[config.mk]
export PLATFORM = sky130hd
export DESIGN_NAME = stack_ring_param
export DESIGN_NICKNAME = d
export VERILOG_FILES = /design/src/rtl/stack_pkg.sv /design/src/rtl/ring_index_step.sv /design/src/rtl/stack_ring_param.sv
export SDC_FILE = /design/constraint.sdc
export NUM_CORES = 1
export LEC_CHECK = 0
export CAP_MARGIN = 25
export CORE_UTILIZATION = 57
export CTS_CLUSTER_DIAMETER = 100
export DETAILED_ROUTE_END_ITERATION = 8
export HOLD_SLACK_MARGIN = 0.06
export PLACE_DENSITY = 0.91
export SLEW_MARGIN = 20
export SYNTH_ARGS = -nofsm -noshare
export SYNTH_HDL_FRONTEND = slang
export SYNTH_SLANG_ARGS = --single-unit
[constraint.sdc]
create_clock -name CLK -period 4.2 [get_ports CLK]
set_clock_uncertainty 0.2 [all_clocks]
set_input_delay 0.63 -clock CLK [delete_from_list [all_inputs] [get_ports CLK]]
set_output_delay 0.63 -clock CLK [all_outputs]
set_load 0.01 [all_outputs]
[src/rtl/stack_pkg.sv]
// Shared definitions for the stack_ring_param stack core.
//   stack_cmd_t : 2-bit command encoding (NOP/PUSH/POP/GET)
//   idx_w()     : width of a slot pointer / GET index for a given depth
//   cnt_w()     : width of an occupancy counter able to hold 0..depth
package stack_pkg;

  typedef enum logic [1:0] {
    CMD_NOP  = 2'b00,
    CMD_PUSH = 2'b01,
    CMD_POP  = 2'b10,
    CMD_GET  = 2'b11
  } stack_cmd_t;

  function automatic int unsigned idx_w(input int unsigned depth);
    return (depth < 2) ? 1 : $clog2(depth);
  endfunction

  function automatic int unsigned cnt_w(input int unsigned depth);
    return $clog2(depth + 1);
  endfunction

endpackage

[src/rtl/ring_index_step.sv]
// Modulo-DEPTH pointer step: result = (ptr +/- offset) mod DEPTH.
//   ptr    : current pointer, expected in 0..DEPTH-1
//   offset : step size; values >= DEPTH are folded once
//   dir    : 0 = add, 1 = subtract
//   result : wrapped pointer, always in 0..DEPTH-1
// DEPTH need not be a power of two, so the wrap is an explicit compare
// and correct rather than a bit truncation.
module ring_index_step
  import stack_pkg::*;
#(
  parameter  int unsigned DEPTH = 5,
  localparam int unsigned PW    = idx_w(DEPTH)
) (
  input  logic [PW-1:0] ptr,
  input  logic [PW-1:0] offset,
  input  logic          dir,
  output logic [PW-1:0] result
);

  localparam logic [PW:0] DEPTH_X = (PW+1)'(DEPTH);

  logic [PW:0] ptr_x;
  logic [PW:0] off_x;
  logic [PW:0] sum_x;

  always_comb begin
    ptr_x = {1'b0, ptr};
    off_x = {1'b0, offset};
    // An index field wider than the ring can exceed DEPTH-1; one fold is
    // enough because 2^PW < 2*DEPTH.
    if (off_x >= DEPTH_X) begin
      off_x = off_x - DEPTH_X;
    end
    if (!dir) begin
      sum_x = ptr_x + off_x;
      if (sum_x >= DEPTH_X) begin
        sum_x = sum_x - DEPTH_X;
      end
    end else begin
      if (ptr_x >= off_x) begin
        sum_x = ptr_x - off_x;
      end else begin
        sum_x = ptr_x + DEPTH_X - off_x;
      end
    end
    result = sum_x[PW-1:0];
  end

endmodule

[src/rtl/stack_ring_param.sv]
// Parametrised circular LIFO stack with valid/ready command port and a
// registered, back-pressurable read port.
//   CLK, RESET           : clock (rising edge), synchronous active-low reset
//   CMD, CMD_VALID       : command (NOP/PUSH/POP/GET) and its valid
//   CMD_READY            : command accepted at the edge when valid && ready
//   INDEX                : GET depth, 0 = top of stack
//   I_DATA               : PUSH data
//   O_DATA, O_VALID      : POP/GET result register and its valid
//   O_READY              : consumer takes O_DATA when O_VALID && O_READY
//   ERR                  : one-cycle pulse for each rejected command
//   COUNT, FULL, EMPTY   : occupancy status
// OVERWRITE=1 lets a PUSH on a full stack replace the oldest entry (the
// slot TOP points at); OVERWRITE=0 rejects it.
module stack_ring_param
  import stack_pkg::*;
#(
  parameter  int unsigned WIDTH     = 4,
  parameter  int unsigned DEPTH     = 5,
  parameter  bit          OVERWRITE = 1'b1,
  localparam int unsigned IW        = idx_w(DEPTH),
  localparam int unsigned CW        = cnt_w(DEPTH)
) (
  input  logic             CLK,
  input  logic             RESET,
  input  logic [1:0]       CMD,
  input  logic             CMD_VALID,
  output logic             CMD_READY,
  input  logic [IW-1:0]    INDEX,
  input  logic [WIDTH-1:0] I_DATA,
  output logic [WIDTH-1:0] O_DATA,
  output logic             O_VALID,
  input  logic             O_READY,
  output logic             ERR,
  output logic [CW-1:0]    COUNT,
  output logic             FULL,
  output logic             EMPTY
);

  localparam logic [CW-1:0] DEPTH_C = CW'(DEPTH);
  localparam logic [IW-1:0] ONE_I   = IW'(1);

  logic [WIDTH-1:0] mem [DEPTH];
  logic [IW-1:0]    top;
  logic [CW-1:0]    count;

  logic [IW-1:0]    top_inc;
  logic [IW-1:0]    top_dec;
  logic [IW-1:0]    rd_addr;

  stack_cmd_t       cmd;
  logic             accept;
  logic             mem_we;
  logic             load;
  logic             reject;
  logic [IW-1:0]    load_addr;
  logic [IW-1:0]    top_nxt;
  logic [CW-1:0]    count_nxt;

  assign cmd       = stack_cmd_t'(CMD);
  assign CMD_READY = !O_VALID || O_READY;
  assign accept    = CMD_VALID && CMD_READY;
  assign COUNT     = count;
  assign FULL      = (count == DEPTH_C);
  assign EMPTY     = (count == '0);

  ring_index_step #(.DEPTH(DEPTH)) u_top_inc (
    .ptr    (top),
    .offset (ONE_I),
    .dir    (1'b0),
    .result (top_inc)
  );

  ring_index_step #(.DEPTH(DEPTH)) u_top_dec (
    .ptr    (top),
    .offset (ONE_I),
    .dir    (1'b1),
    .result (top_dec)
  );

  // GET address TOP-1-INDEX, built from the already-wrapped TOP-1 so the
  // offset never needs an extra bit for INDEX+1.
  ring_index_step #(.DEPTH(DEPTH)) u_rd_addr (
    .ptr    (top_dec),
    .offset (INDEX),
    .dir    (1'b1),
    .result (rd_addr)
  );

  always_comb begin
    mem_we    = 1'b0;
    load      = 1'b0;
    reject    = 1'b0;
    load_addr = top_dec;
    top_nxt   = top;
    count_nxt = count;
    if (accept) begin
      unique case (cmd)
        CMD_PUSH: begin
          if (!FULL || OVERWRITE) begin
            mem_we  = 1'b1;
            top_nxt = top_inc;
            if (!FULL) begin
              count_nxt = count + CW'(1);
            end
          end else begin
            reject = 1'b1;
          end
        end
        CMD_POP: begin
          if (!EMPTY) begin
            load      = 1'b1;
            load_addr = top_dec;
            top_nxt   = top_dec;
            count_nxt = count - CW'(1);
          end else begin
            reject = 1'b1;
          end
        end
        CMD_GET: begin
          if (32'(INDEX) < 32'(count)) begin
            load      = 1'b1;
            load_addr = rd_addr;
          end else begin
            reject = 1'b1;
          end
        end
        default: begin
        end
      endcase
    end
  end

  always_ff @(posedge CLK) begin
    if (!RESET) begin
      top     <= '0;
      count   <= '0;
      O_VALID <= 1'b0;
      O_DATA  <= '0;
      ERR     <= 1'b0;
      for (int unsigned i = 0; i < DEPTH; i++) begin
        mem[i] <= '0;
      end
    end else begin
      top   <= top_nxt;
      count <= count_nxt;
      ERR   <= reject;
      if (mem_we) begin
        mem[top] <= I_DATA;
      end
      // A new result replaces the old one in the same cycle it is taken,
      // so back-to-back POP/GET produce no bubble.
      if (load) begin
        O_DATA  <= mem[load_addr];
        O_VALID <= 1'b1;
      end else if (O_VALID && O_READY) begin
        O_VALID <= 1'b0;
      end
    end
  end

endmodule

After elaboration in Yosys (flattened, before gate mapping). Memory sizes are Yosys's and may differ from the RTL's. A register that Yosys moved wholly into a read port is not among the register bits. Cells that the tools add are included.

Bits in registers: 8. Bits in latches: 0. Bits in writable memories: 20. ROM bits: 0. Input port bits: 13. Memories: 1.

Add/subtract/negate cells: 11. Multipliers: 0. Divide/modulo/power cells: 0. $lt $le $gt $ge: 5. Equal/unequal tests: 6. Shift-type cells: 0. Multiplexer cells: 30. Bitwise gates (word level): 0. Reductions and logical operators: 12.

Memories: mem (words 5, bits a word 4, read ports 1, clocked after memory_dff 1, wr ports 5, line stack_ring_param.sv:42) `logic [WIDTH-1:0] mem [DEPTH];`.

Operators with widths (count): $mux W3 (10); $mux W1 (14); $pmux W3 S2 (2); $sub A3 B1 Y3 const B (3); $mux W4 (2); $add A3 B3 Y3 const B (2); $sub A3 B3 Y3 (2); $add A3 B1 Y4 const B (1); $eq A2 B2 Y1 const B (2); $ge A3 B4 Y1 (1); $ge A4 B3 Y1 const B (1); $ne A2 B2 Y1 const B (2); $pmux W1 S2 (2); $reduce_and A4 Y1 (1); $reduce_bool A2 Y1 (2); $reduce_or A4 Y1 (1); $sub A3 B3 Y4 const B (1); $add A3 B1 Y3 const B (1); $eq A3 B3 Y1 const B (1); $ge A3 B1 Y1 const B (1); $ge A3 B3 Y1 const B (1); $logic_not A3 Y1 (1); $lt A3 B3 Y1 (1); $reduce_and A3 Y1 (1); 6 further kinds (8).

Logic depth before layout (Yosys ltp). Gate-level depths: netlist of the first run.

Word-level depth: 9. Depth in mapped cells: 16.

Cells and area by module. From an unflattened synthesis of the first run, not the netlist that was laid out.

Cells, all modules: 389. Area, all modules: 4139.0 um2.

Modules (own cells, without submodules): stack_ring_param (times used 1, cells an instance 188, area an instance 2491.1 um2, seq. area each 1201.2 um2); ring_index_step (times used 3, cells an instance 67, area an instance 549.3 um2, seq. area each 0.0 um2).

Worst setup path after synthesis of the first run. No wires, ideal clock.

Path kind: input-to-reg. From: input INDEX[1]. To: register O_DATA[0], read port of mem. Setup time: 0.116 ns. Arrival time: 3.646 ns. Data required time: 3.884 ns. Setup slack: 0.239 ns. Stages on the path: 14. Buffers on the path: 0. Cells stage by stage: inv_1 > ha_1 > inv_1 > ha_1 > a21oi_4 > mux2i_1 > ha_1 > and3_4 > o32ai_4 > and2_2 > a2bb2oi_4 > mux4_2 > a32o_1 > a31o_1.

Longest elaborated chain between the ends: 7. Elaborated cells between the ends (all ways): 14. Those cells by class: add/sub (3); order compare (3); mux (8).

RTL lines: start: declaration (line stack_ring_param.sv:28) `input logic [IW-1:0] INDEX,`; $sub A3 B3 Y4 / $ge A3 B3 Y1 (equally long branches) (line ring_index_step.sv:32, ring_index_step.sv:31); $mux W4 (line ring_index_step.sv:31) `if (off_x >= DEPTH_X) begin`; $ge A3 B4 Y1, or another cell as far along (line ring_index_step.sv:40) `if (ptr_x >= off_x) begin`; $mux W3 (line ring_index_step.sv:40); $mux W3 (line stack_ring_param.sv:120) `if (32'(INDEX) < 32'(count)) begin`; $mux W3; $mux W3 (line stack_ring_param.sv:96) `if (accept) begin`; end: declaration (line stack_ring_param.sv:30) `output logic [WIDTH-1:0] O_DATA,`.

Several ways; a longest one is shown, not always the timed one. A chain may end at the register's enable or synchronous reset.

Worst setup path after layout of the first run.
From: input INDEX[0]. To: register O_DATA[0], read port of mem.

The elaborated chain is that of the path after synthesis.

==> impl_metrics.env, run 1 <==
export IMPL_power_internal_w=0.0007683
export IMPL_min_period_ns=4.086
export IMPL_setup_violations_final=0
export IMPL_clockRootBuffer="clkbuf_8"
export IMPL_reg2reg_depth=11
export IMPL_fin_nets=288
export IMPL_ys_warn_count=0
export IMPL_syn_to_final_growth_pct=21.32
export IMPL_start_util_pct=60.75
export IMPL_syn_area_um2=2500
export IMPL_r2r_start="top[0]"
export IMPL_core_um2=4115
export IMPL_drive_gt1_share_pct=15.71
export IMPL_ctsLongestPathBuffers=2
export IMPL_required_ns=4.19
export IMPL_worst_pin_slew_ns=0.6817
export IMPL_ys_ff_latch=44
export IMPL_dr_pass1_iters=4
export IMPL_grt_usage_pct=25.88
export IMPL_combPwrFrac_pct=30.8
export IMPL_fillCellCount=264
export IMPL_hp_class="flop to flop"
export IMPL_post_route_util_pct=73.70
export IMPL_ir_worst_vdd_v=0.0002532
export IMPL_end_kind="flop"
export IMPL_worstPathMaxFanout=5
export IMPL_die_h_um=68.23
export IMPL_start_kind="primary input"
export IMPL_totalWireLength_um=5439
export IMPL_design_area_um2=3033
export IMPL_ff_latch_area_um2=1201
export IMPL_initialDrtViolationCount=137
export IMPL_seq_power_share_pct=45.5
export IMPL_routabilityCongestion=0.8414
export IMPL_cts_sinks=44
export IMPL_post_drt_wl_per_cell_um=17.49
export IMPL_vias=1863
export IMPL_rr_endpoint="O_DATA[0]"
export IMPL_htreeDepth=2
export IMPL_synth_edff_count=32
export IMPL_cts_buffers=5
export IMPL_synth_cell_types=50
export IMPL_clk_latency_ns=0.29
export IMPL_grt_pass1_vias=1798
export IMPL_slew_headroom_pct=54.08
export IMPL_holdPathEnd="O_DATA[1]"
export IMPL_hold_viol=0
export IMPL_arrival_ns=4.08
export IMPL_synth_top_area_share_pct=38.44
export IMPL_placed_area_um2=2892
export IMPL_clk_pin_slew_ns=0.08
export IMPL_grt_pass1_wl_um=8549
export IMPL_port_buffers=24
export IMPL_antenna_found_initial=0
export IMPL_synth_ff_type="edfxtp_1"
export IMPL_antenna_cells=0
export IMPL_synth_area_top_cells="edfxtp_1 38%, dfxtp_1 9.6%, ha_1 6.5%, and2_1 5.5%, mux4_1 3.2%"
export IMPL_p_sw_share_pct=29.24
export IMPL_critical_path_class="primary input to flop"
export IMPL_multi_input_area_um2=1264
export IMPL_async_flop_share_pct=0
export IMPL_drc=0
export IMPL_synth_top_cell_by_area="edfxtp_1"
export IMPL_dieArea_um2=4655
export IMPL_avgSynthCellArea_um2=11.42
export IMPL_synth_most_common_cell="edfxtp_1"
export IMPL_hold_buffers=0
export IMPL_fin_crit_sh_pct=97.28
export IMPL_clkPwrFrac_pct=23.7
export IMPL_fp_row_count=23
export IMPL_finalMaxSlewViolations=0
export IMPL_hpwl_um=4086
export IMPL_r2r_slack_ns=0.30
export IMPL_die_w_um=68.23
export IMPL_final_antenna_net_count=0
export IMPL_timing_hold_ws_ns=0.3171
export IMPL_synth_nets=247
export IMPL_clock_fmax_mhz=244.8
export IMPL_power_density_nw_per_um2=358.0
export IMPL_synth_top_cells_by_count="32 x edfxtp_1, 22 x and2_1, 18 x nor2_1, 13 x ha_1, 13 x inv_1"
export IMPL_synth_cells=219
export IMPL_status="complete, no violations"
export IMPL_hold_depth=2
export IMPL_grt_max_degree=17
export IMPL_via_per_inst=5.990
export IMPL_hold_start="O_DATA[1]"
export IMPL_overflow=0
export IMPL_io_pins=25
export IMPL_cap_violations=0
export IMPL_seq_area_frac_synth_pct=48.05
export IMPL_power_leakage_nw=1.135
export IMPL_switchingPower_w=0.0003175
export IMPL_cts_tree="done"
## final cells by class
| class | instances | area share, % |
|---|---|---|
| Clock buffer | 6 | 2.393 |
| Clock inverter | 2 | 0.4125 |
| Inverter | 14 | 1.733 |
| Multi-Input combinational cell | 156 | 41.67 |
| Sequential cell | 44 | 39.60 |
| Tap cell | 50 | 2.063 |
| Timing Repair Buffer | 39 | 12.13 |
## layer usage
| layer | GRT usage (%) | up-vias | part of all wire [%] |
|---|---|---|---|
| met5 | 0 | - | 0 |
| met4 | 9.635 | 0 | 2.5 |
| met3 | 6.500 | 16 | 6.0 |
| met2 | 41.67 | 82 | 48 |
| met1 | 33.55 | 876 | 44 |
| li1 | - | 889 | - |
## critical path: stages
cell	delay [ns]
clkdlybuf4s50_1	0.48
inv_1	0.05
ha_1	0.21
inv_2	0.07
ha_4	0.14
a21oi_4	0.04
xnor2_2	0.16
ha_2	0.20
fa_2	0.39
nor2b_4	0.14
o32ai_4	0.10
o211ai_2	0.22
a2bb2oi_4	0.26
mux4_2	0.54
a32o_1	0.25
a31o_1	0.20
## through the flow
stage                     instances  setup TNS [ns]  setup slack [ns]  power (W)
after floorplan                 219               0            0.2389  0.0007003
after global placement          302         -0.2498          -0.09506  0.0007935
after detailed placement        302         -0.9383           -0.2687  0.0008082
after CTS                       310               0           0.04811   0.001057
after global routing            311        -0.04336          -0.04336   0.001133
final                           311               0            0.1143   0.001086
## placed cells by master (no fill, tap or decap), types with 3 or more instances in the layout
cell,instances
and2_1,22
a22o_1,3
mux2i_1,6
o31ai_1,3
inv_1,11
ha_1,10
nor2b_1,3
nor3_1,4
edfxtp_1,32
clkbuf_8,5
buf_4,14
a32oi_1,3
clkdlybuf4s50_1,23
a31oi_1,3
nor2_1,18
xnor2_1,5
dfxtp_1,12
o21ai_0,5
nand2b_1,9
a21oi_1,11
nand2_1,9
a211oi_1,3
## logic make-up after synthesis
group | Yosys count | share of synthesized area [%]
and+or+nand+nor | 78 | 17.07
AOI/OAI and AO/OA | 46 | 14.62
DFF | 44 | 48.05
buffers and inverters | 19 | 3.253
adders and majority gates | 15 | 8.108
muxes | 10 | 6.457
xor gates and xnor gates | 7 | 2.453
## power by group through the flow
stage / logic, W / registers (W) / clock network (W)
finish: 0.000334 / 0.000494 / 0.000258
CTS: 0.000307 / 0.000493 / 0.000257
floorplan: 0.000202 / 0.000498 / 0
detailed placement: 0.000305 / 0.000503 / 0
global route: 0.000364 / 0.000496 / 0.000273
global placement: 0.000292 / 0.000502 / 0
## timing repair
action,4_1_cts,5_1_grt
endpoints found under the setup margin,0,4
resized for setup,0,14
hold endpoints to repair,0,0
buffers inserted,0,1
## worst max path at each step
| stage | start | to | slack (ns) |
|---|---|---|---|
| CTS | INDEX[1] | O_DATA[0] | 0.05 |
| finish | INDEX[0] | O_DATA[0] | 0.11 |
| floorplan | INDEX[1] | O_DATA[0] | 0.24 |
| global route | INDEX[0] | O_DATA[0] | -0.04 |
| detailed placement | INDEX[1] | O_DATA[0] | -0.27 |
| global placement | INDEX[1] | O_DATA[0] | -0.1 |
## registers in the layout, summed over array words and instances, names as in the netlist
name     count
O_DATA       4
top          3
O_VALID      1
mem         32
COUNT        3
ERR          1
No activity file was read; power rests on OpenSTA's default activity.
==> run 2: changes to the inputs <==
CORE_UTILIZATION = 35   (was 57)
PLACE_DENSITY = 0.64   (was 0.91)
==> run 2 against run 1 <==
  * Critical path type unchanged
  * Power is 3.7% higher
  * Die area is 61% higher
  * Wire length is 7.3% lower
  * First-iteration DRC count is 23% lower
  * Clock power is 24% higher
  * Count of clock-buffer cells in the layout is 1 lower
  * Via count is 7.6% lower
  * Critical path depth is 2 lower
  * Core utilization is 28 points lower
==> impl_metrics.env, run 2 (synthesized netlist as in run 1, its figures left out) <==
export IMPL_htreeDepth=2
export IMPL_status="complete, no violations"
export IMPL_clockRootBuffer="clkbuf_8"
export IMPL_hp_class="flop to flop"
export IMPL_power_leakage_nw=1.148
export IMPL_overflow=0
export IMPL_final_cell_mix="32 x edfxtp_1, 23 x clkdlybuf4s50_1, 22 x and2_1"
export IMPL_dp_slack_ns=-0.2049
export IMPL_ctsLongestPathBuffers=2
export IMPL_cap_violations=0
export IMPL_clk_latency_ns=0.29
export IMPL_port_buffers=24
export IMPL_routabilityCongestion=0.8034
export IMPL_worstPathMaxFanout=5
export IMPL_cts_sinks=44
export IMPL_setup_violations_final=0
export IMPL_reg_top3="mem (32), O_DATA (4)"
export IMPL_worst_pin_slew_ns=0.5844
export IMPL_grt_pass1_wl_um=8445
export IMPL_initialDrtViolationCount=105
export IMPL_antenna_found_initial=0
export IMPL_hpwl_um=3918
export IMPL_cts_tree="done"
export IMPL_grt_usage_pct=14.74
export IMPL_fp_row_count=30
export IMPL_totalWireLength_um=5043
export IMPL_power_density_nw_per_um2=364.6
export IMPL_final_common_cell="edfxtp_1"
export IMPL_syn_to_final_growth_pct=23.52
export IMPL_critical_path_class="primary input to flop"
export IMPL_antenna_cells=0
export IMPL_hold_viol=0
export IMPL_largest_register_ffs=32
export IMPL_final_antenna_net_count=0
export IMPL_reg2reg_depth=14
export IMPL_holdPathEnd="O_DATA[2]"
export IMPL_vias=1722
export IMPL_clock_fmax_mhz=249.7
export IMPL_hold_buffers=0
export IMPL_setup_slack_ns=0.1953
export IMPL_core_um2=6832
export IMPL_end_kind="flop"
export IMPL_start_util_pct=36.59
export IMPL_clk_pin_slew_ns=0.08
export IMPL_post_drt_wl_per_cell_um=14.17
export IMPL_r2r_slack_ns=0.39
export IMPL_drive_gt1_share_pct=13.85
export IMPL_required_ns=4.18
export IMPL_r2r_start="top[1]"
export IMPL_grt_max_degree=17
export IMPL_slew_headroom_pct=60.63
export IMPL_die_w_um=86.52
export IMPL_start_kind="primary input"
export IMPL_cts_buffers=5
export IMPL_rsz0062_at_grt="no"
export IMPL_ir_worst_vdd_v=0.0001756
export IMPL_placed_area_um2=2949
export IMPL_min_period_ns=4.005
export IMPL_hold_start="O_DATA[2]"
export IMPL_dr_pass1_iters=4
export IMPL_rr_endpoint="O_DATA[0]"
export IMPL_drc=0
export IMPL_arrival_ns=3.99
export IMPL_top_register="mem"
export IMPL_cts_resized=0
export IMPL_finalMaxSlewViolations=0
export IMPL_fin_crit_sh_pct=95.35
export IMPL_via_per_inst=4.837
export IMPL_fillCellCount=649
export IMPL_design_area_um2=3088
export IMPL_postCtsSetupRepairBufs=0
export IMPL_fin_nets=287
export IMPL_grt_pass1_vias=1711
export IMPL_hold_depth=2
export IMPL_dieArea_um2=7485
export IMPL_io_pins=25
export IMPL_die_h_um=86.52
==> run 2: cell count changes in the layout (fill, tap and decap cells not counted), sizes merged <==
| cell | change |
|---|---|
| clkinv | +1 |
| clkbuf | -1 |
| bufinv | +1 |
| buf | -1 |
| clkinvlp | -1 |
==> run 2: layout make-up <==
| cell class | instances | area (um^2) | area share [%] |
|---|---|---|---|
| flip-flops and latches | 44 | 1201 | 38.90 |
| inverters | 14 | 52.55 | 1.702 |
| multi-input cells | 156 | 1242 | 40.23 |
| repair buffers | 38 | 360.3 | 11.67 |
| clock buffers | 5 | 68.82 | 2.229 |
| clock inverters | 3 | 42.54 | 1.378 |
| well taps | 96 | 120.1 | 3.890 |
==> run 2: worst max-delay path by stage <==
stage | slack [ns] | startpoint | endpoint | cells past startpoint
after floorplan | 0.24 | INDEX[1] | O_DATA[0] | 14
after global placement | -0.12 | INDEX[1] | O_DATA[0] | 16
after detailed placement | -0.20 | INDEX[1] | O_DATA[0] | 16
after CTS | 0.1 | INDEX[1] | O_DATA[0] | 16
after global routing | 0.03 | INDEX[0] | O_DATA[0] | 16
final | 0.20 | INDEX[0] | O_DATA[0] | 14
==> run 2: layer usage <==
metal | wire length [um] | global-route usage [%]
met1 | 2498 | 21.35
met2 | 2375 | 23.38
met3 | 169 | 2.286
met4 | 0 | 3.182
met5 | 0 | 0
==> run 2: where the power goes <==
part / leakage, nW / internal (W) / switching [W] / total [W]
Clock: 0.0558 / 0.000176 / 0.000144 / 0.000320
Sequential: 0.412 / 0.000480 / 0.0000132 / 0.000493
Combinational: 0.680 / 0.000165 / 0.000148 / 0.000313
Total: 1.15 / 0.000821 / 0.000305 / 0.00113
==> run 2: per-stage QoR <==
stage / utilization, % / total power, W / hold WS, ns / std cells / TNS [ns]
2_1_floorplan: - / 0.0007003 / 0.3328 / 219 / 0
3_3_place_gp: 43.17 / 0.0008010 / 0.2805 / 348 / -0.2907
3_5_place_dp: 43.17 / 0.0008050 / 0.2851 / 348 / -0.6179
4_1_cts: 44.80 / 0.001124 / 0.3044 / 356 / 0
5_1_grt: 45.20 / 0.001187 / 0.3116 / 356 / 0
6_report: 45.20 / 0.001126 / 0.3028 / 356 / 0
==> run 2: worst max-delay path, stage by stage <==
cell and delay [ns]:
clkdlybuf4s50_1 0.42, buf_4 0.17, ha_1 0.24, a21oi_4 0.22, mux2i_2 0.26, buf_4 0.14, fa_2 0.22, nor2b_4 0.05
o32ai_4 0.28, and2_4 0.20, a2bb2oi_4 0.22, mux4_2 0.52, a32o_1 0.22, a31o_1 0.18
==> run 3: changes to the inputs <==
--- a/config.mk
+++ b/config.mk
@@ -7,2 +7,4 @@
 export LEC_CHECK = 0
+export ABC_AREA = 1
+export ABC_CLOCK_PERIOD_IN_PS = 4200
 export CAP_MARGIN = 25
==> constraint.sdc (replaced) <==
create_clock -name CLK -period 4.2 [get_ports CLK]
set_clock_uncertainty 0.2 [all_clocks]
set_input_delay 1.05 -clock CLK [delete_from_list [all_inputs] [get_ports CLK]]
set_output_delay 1.05 -clock CLK [all_outputs]
set_load 0.01 [all_outputs]
==> run 3 against run 2 <==
  * Global-route usage is 0.37 points higher
  * Sequential share of layout area is 1.7 points lower
  * Sequential power hardly changed
  * Worst hold slack better by 0.067 ns
  * Die area is 7.9% higher
  * Sequential cell count stayed put
  * Synthesized cell count is 45% higher
  * Final cell count is 28% higher
  * Critical path type unchanged
  * Core utilization is 1.3 points lower
  * Critical path depth is 7 higher
  * Register-to-register slack better by 0.63 ns
  * Critical endpoint is now O_DATA[3]
  * Synthesized area is 8.1% higher
==> impl_metrics.env, run 3 <==
export IMPL_totalWireLength_um=5766
export IMPL_clock_fmax_mhz=268.5
export IMPL_hp_class="flop to flop"
export IMPL_holdPathEnd="O_DATA[1]"
export IMPL_worstPathMaxFanout=5
export IMPL_timing_hold_ws_ns=0.3695
export IMPL_switchingPower_w=0.0003570
export IMPL_cts_buffers=5
export IMPL_clockRootBuffer="clkbuf_8"
export IMPL_critical_path_class="primary input to flop"
export IMPL_fin_crit_sh_pct=88.69
export IMPL_synth_cells=317
export IMPL_die_w_um=89.85
export IMPL_synth_top_cell_by_area="edfxtp_1"
export IMPL_io_pins=25
export IMPL_via_per_inst=4.790
export IMPL_power_internal_w=0.0007358
export IMPL_synth_top_area_share_pct=35.57
export IMPL_cts_tree="done"
export IMPL_synth_top_cells_by_count="58 x nand3_1, 53 x nand2_1, 41 x inv_1, 32 x edfxtp_1, 30 x nor2_1"
export IMPL_largest_register_ffs=32
export IMPL_cap_violations=0
export IMPL_routabilityCongestion=0.9327
export IMPL_placed_area_um2=3127
export IMPL_critPathSlowestCell="clkdlybuf4s50_1"
export IMPL_syn_to_final_growth_pct=19.69
export IMPL_ys_warn_count=0
export IMPL_initialDrtViolationCount=160
export IMPL_overflow=0
export IMPL_ctsLongestPathBuffers=2
export IMPL_async_flop_share_pct=0
export IMPL_dr_pass1_iters=4
export IMPL_reg2reg_depth=19
export IMPL_grtUsageMet1_pct=20.67
export IMPL_clkPwrFrac_pct=24.0
export IMPL_die_h_um=89.85
export IMPL_rsz0062_at_grt="no"
export IMPL_grt_usage_pct=15.11
export IMPL_htreeDepth=2
export IMPL_vias=2189
export IMPL_rr_endpoint="O_DATA[3]"
export IMPL_ir_worst_vdd_v=0.0001328
export IMPL_hpwl_um=4563
export IMPL_design_area_um2=3233
export IMPL_postCtsSetupRepairBufs=0
export IMPL_slew_headroom_pct=72.10
export IMPL_final_antenna_net_count=0
export IMPL_synth_ff_type="edfxtp_1"
export IMPL_clk_latency_ns=0.30
export IMPL_port_buffers=24
export IMPL_avgSynthCellArea_um2=8.522
export IMPL_seq_area_frac_synth_pct=44.47
export IMPL_combPwrFrac_pct=31.0
export IMPL_top_register="mem"
export IMPL_status="complete, no violations"
export IMPL_grt_pass1_wl_um=9804
export IMPL_hold_buffers=0
export IMPL_core_um2=7370
export IMPL_crit_path_cell_trace="clkdlybuf4s50_1, ha_1, inv_1, nand2_2, xor2_1, ha_2, fa_1, inv_1, nand2_1, nand3_2, buf_4, nand3_1, nand2_1, nand2_1, nand2_4, buf_4, nand3_1, nand3_1, nand3_1, nand2_1, inv_1"
export IMPL_synth_area_top_cells="edfxtp_1 36%, nand3_1 11%, dfxtp_1 8.9%, nand2_1 7.4%, ha_1 6.0%"
export IMPL_synth_nets=345
export IMPL_synth_cell_types=35
export IMPL_antenna_cells=0
export IMPL_final_cell_mix="58 x nand3_1, 52 x nand2_1, 40 x inv_1"
export IMPL_end_kind="flop"
export IMPL_dieArea_um2=8073
export IMPL_worst_path_largest_cell_delay_ns=0.43
export IMPL_cts_sinks=44
export IMPL_required_ns=4.21
export IMPL_fp_row_count=31
export IMPL_top_usage_layer="met2"
export IMPL_r2r_slack_ns=1.02
export IMPL_min_period_ns=3.725
export IMPL_met2_usage_pct=24.68
export IMPL_start_util_pct=36.66
export IMPL_power_density_nw_per_um2=338.0
export IMPL_ys_ff_latch=44
export IMPL_r2r_start="top[0]"
export IMPL_grt_max_degree=15
export IMPL_drive_gt1_share_pct=16.48
export IMPL_fin_nets=385
export IMPL_synth_most_common_cell="nand3_1"
export IMPL_hold_start="O_DATA[1]"
export IMPL_drc=0
export IMPL_start_kind="primary input"
export IMPL_clk_pin_slew_ns=0.09
export IMPL_hold_depth=4
export IMPL_antenna_found_initial=0
export IMPL_power_w=0.001093
export IMPL_post_drt_wl_per_cell_um=12.62
export IMPL_p_sw_share_pct=32.67
export IMPL_syn_area_um2=2701
export IMPL_seq_power_share_pct=44.9
export IMPL_arrival_ns=3.73
export IMPL_worst_pin_slew_ns=0.4180
export IMPL_reg_top3="mem (32), O_DATA (4)"
export IMPL_synth_edff_count=32
export IMPL_setup_violations_final=0
export IMPL_finalMaxSlewViolations=0
export IMPL_hold_viol=0
export IMPL_final_common_cell="nand3_1"
export IMPL_grt_pass1_vias=2037
export IMPL_grt_use_met3_pct=1.861
export IMPL_power_leakage_nw=1.456
==> run 3: repair_timing <==
item	in CTS	in global routing
resized for setup	0	8
endpoints found under the hold margin	0	0
setup endpoints to repair	0	4
==> run 3: worst max-delay path, delay by kind of cell <==
| kind | cells | cell delay [ns] |
|---|---|---|
| xor gates and xnor gates | 1 | 0.16 |
| buffers and inverters | 6 | 0.83 |
| and+or+nand+nor | 11 | 0.92 |
| adders and majority gates | 3 | 0.75 |
==> run 3: worst max-delay path by stage <==
| stage | startpoint | to | slack [ns] | cells past startpoint |
|---|---|---|---|---|
| final | INDEX[2] | O_DATA[3] | 0.48 | 21 |
| after global routing | INDEX[2] | O_DATA[3] | 0.22 | 21 |
| after CTS | INDEX[0] | O_DATA[3] | 0.19 | 25 |
| after detailed placement | INDEX[0] | O_DATA[3] | -0.12 | 25 |
| after global placement | INDEX[0] | O_DATA[1] | -0.04 | 24 |
| after floorplan | INDEX[1] | O_DATA[0] | 0.62 | 22 |
==> run 3: layer usage <==
layer  share of wire [%]  up-vias  wire, um
met5                   0        -         0
met4                 1.6        0        92
met3                 3.8        6       221
met2                  47       38      2730
met1                  47     1019      2721
li1                    -     1126         -
==> run 3: layout make-up <==
cell class	count	area, um^2
Sequential cell	44	1201
Fill cell	736	4136
Clock buffer	6	72.57
Multi-Input combinational cell	218	1266
Tap cell	99	123.9
Clock inverter	2	12.51
Timing Repair Buffer	39	370.4
Inverter	49	186.4
==> run 3: logic make-up after synthesis <==
| family | share of synthesized area (%) |
|---|---|
| AOI/OAI and AO/OA | 5.512 |
| adders and majority gates | 7.504 |
| DFF | 44.46 |
| buffers and inverters | 9.263 |
| and+or+nand+nor | 31.64 |
| xor gates and xnor gates | 1.621 |
==> run 3: stage by stage <==
| stage | std cells | setup slack [ns] | utilization, % | TNS, ns |
|---|---|---|---|---|
| floorplan | 317 | 0.6245 | - | 0 |
| global placement | 449 | -0.03827 | 42.43 | -0.1322 |
| detailed placement | 449 | -0.1250 | 42.43 | -0.4691 |
| CTS | 457 | 0.1894 | 43.58 | 0 |
| global route | 457 | 0.2184 | 43.87 | 0 |
| finish | 457 | 0.4751 | 43.87 | 0 |
==> run 3: power groups by stage <==
| stage | combinational (W) | sequential, W | clock, W |
|---|---|---|---|
| global placement | 0.000334 | 0.000501 | 0 |
| global route | 0.000383 | 0.000493 | 0.000285 |
| finish | 0.000339 | 0.000491 | 0.000263 |
| CTS | 0.000337 | 0.000491 | 0.000266 |
| detailed placement | 0.000335 | 0.000501 | 0 |
| floorplan | 0.000249 | 0.000498 | 0 |
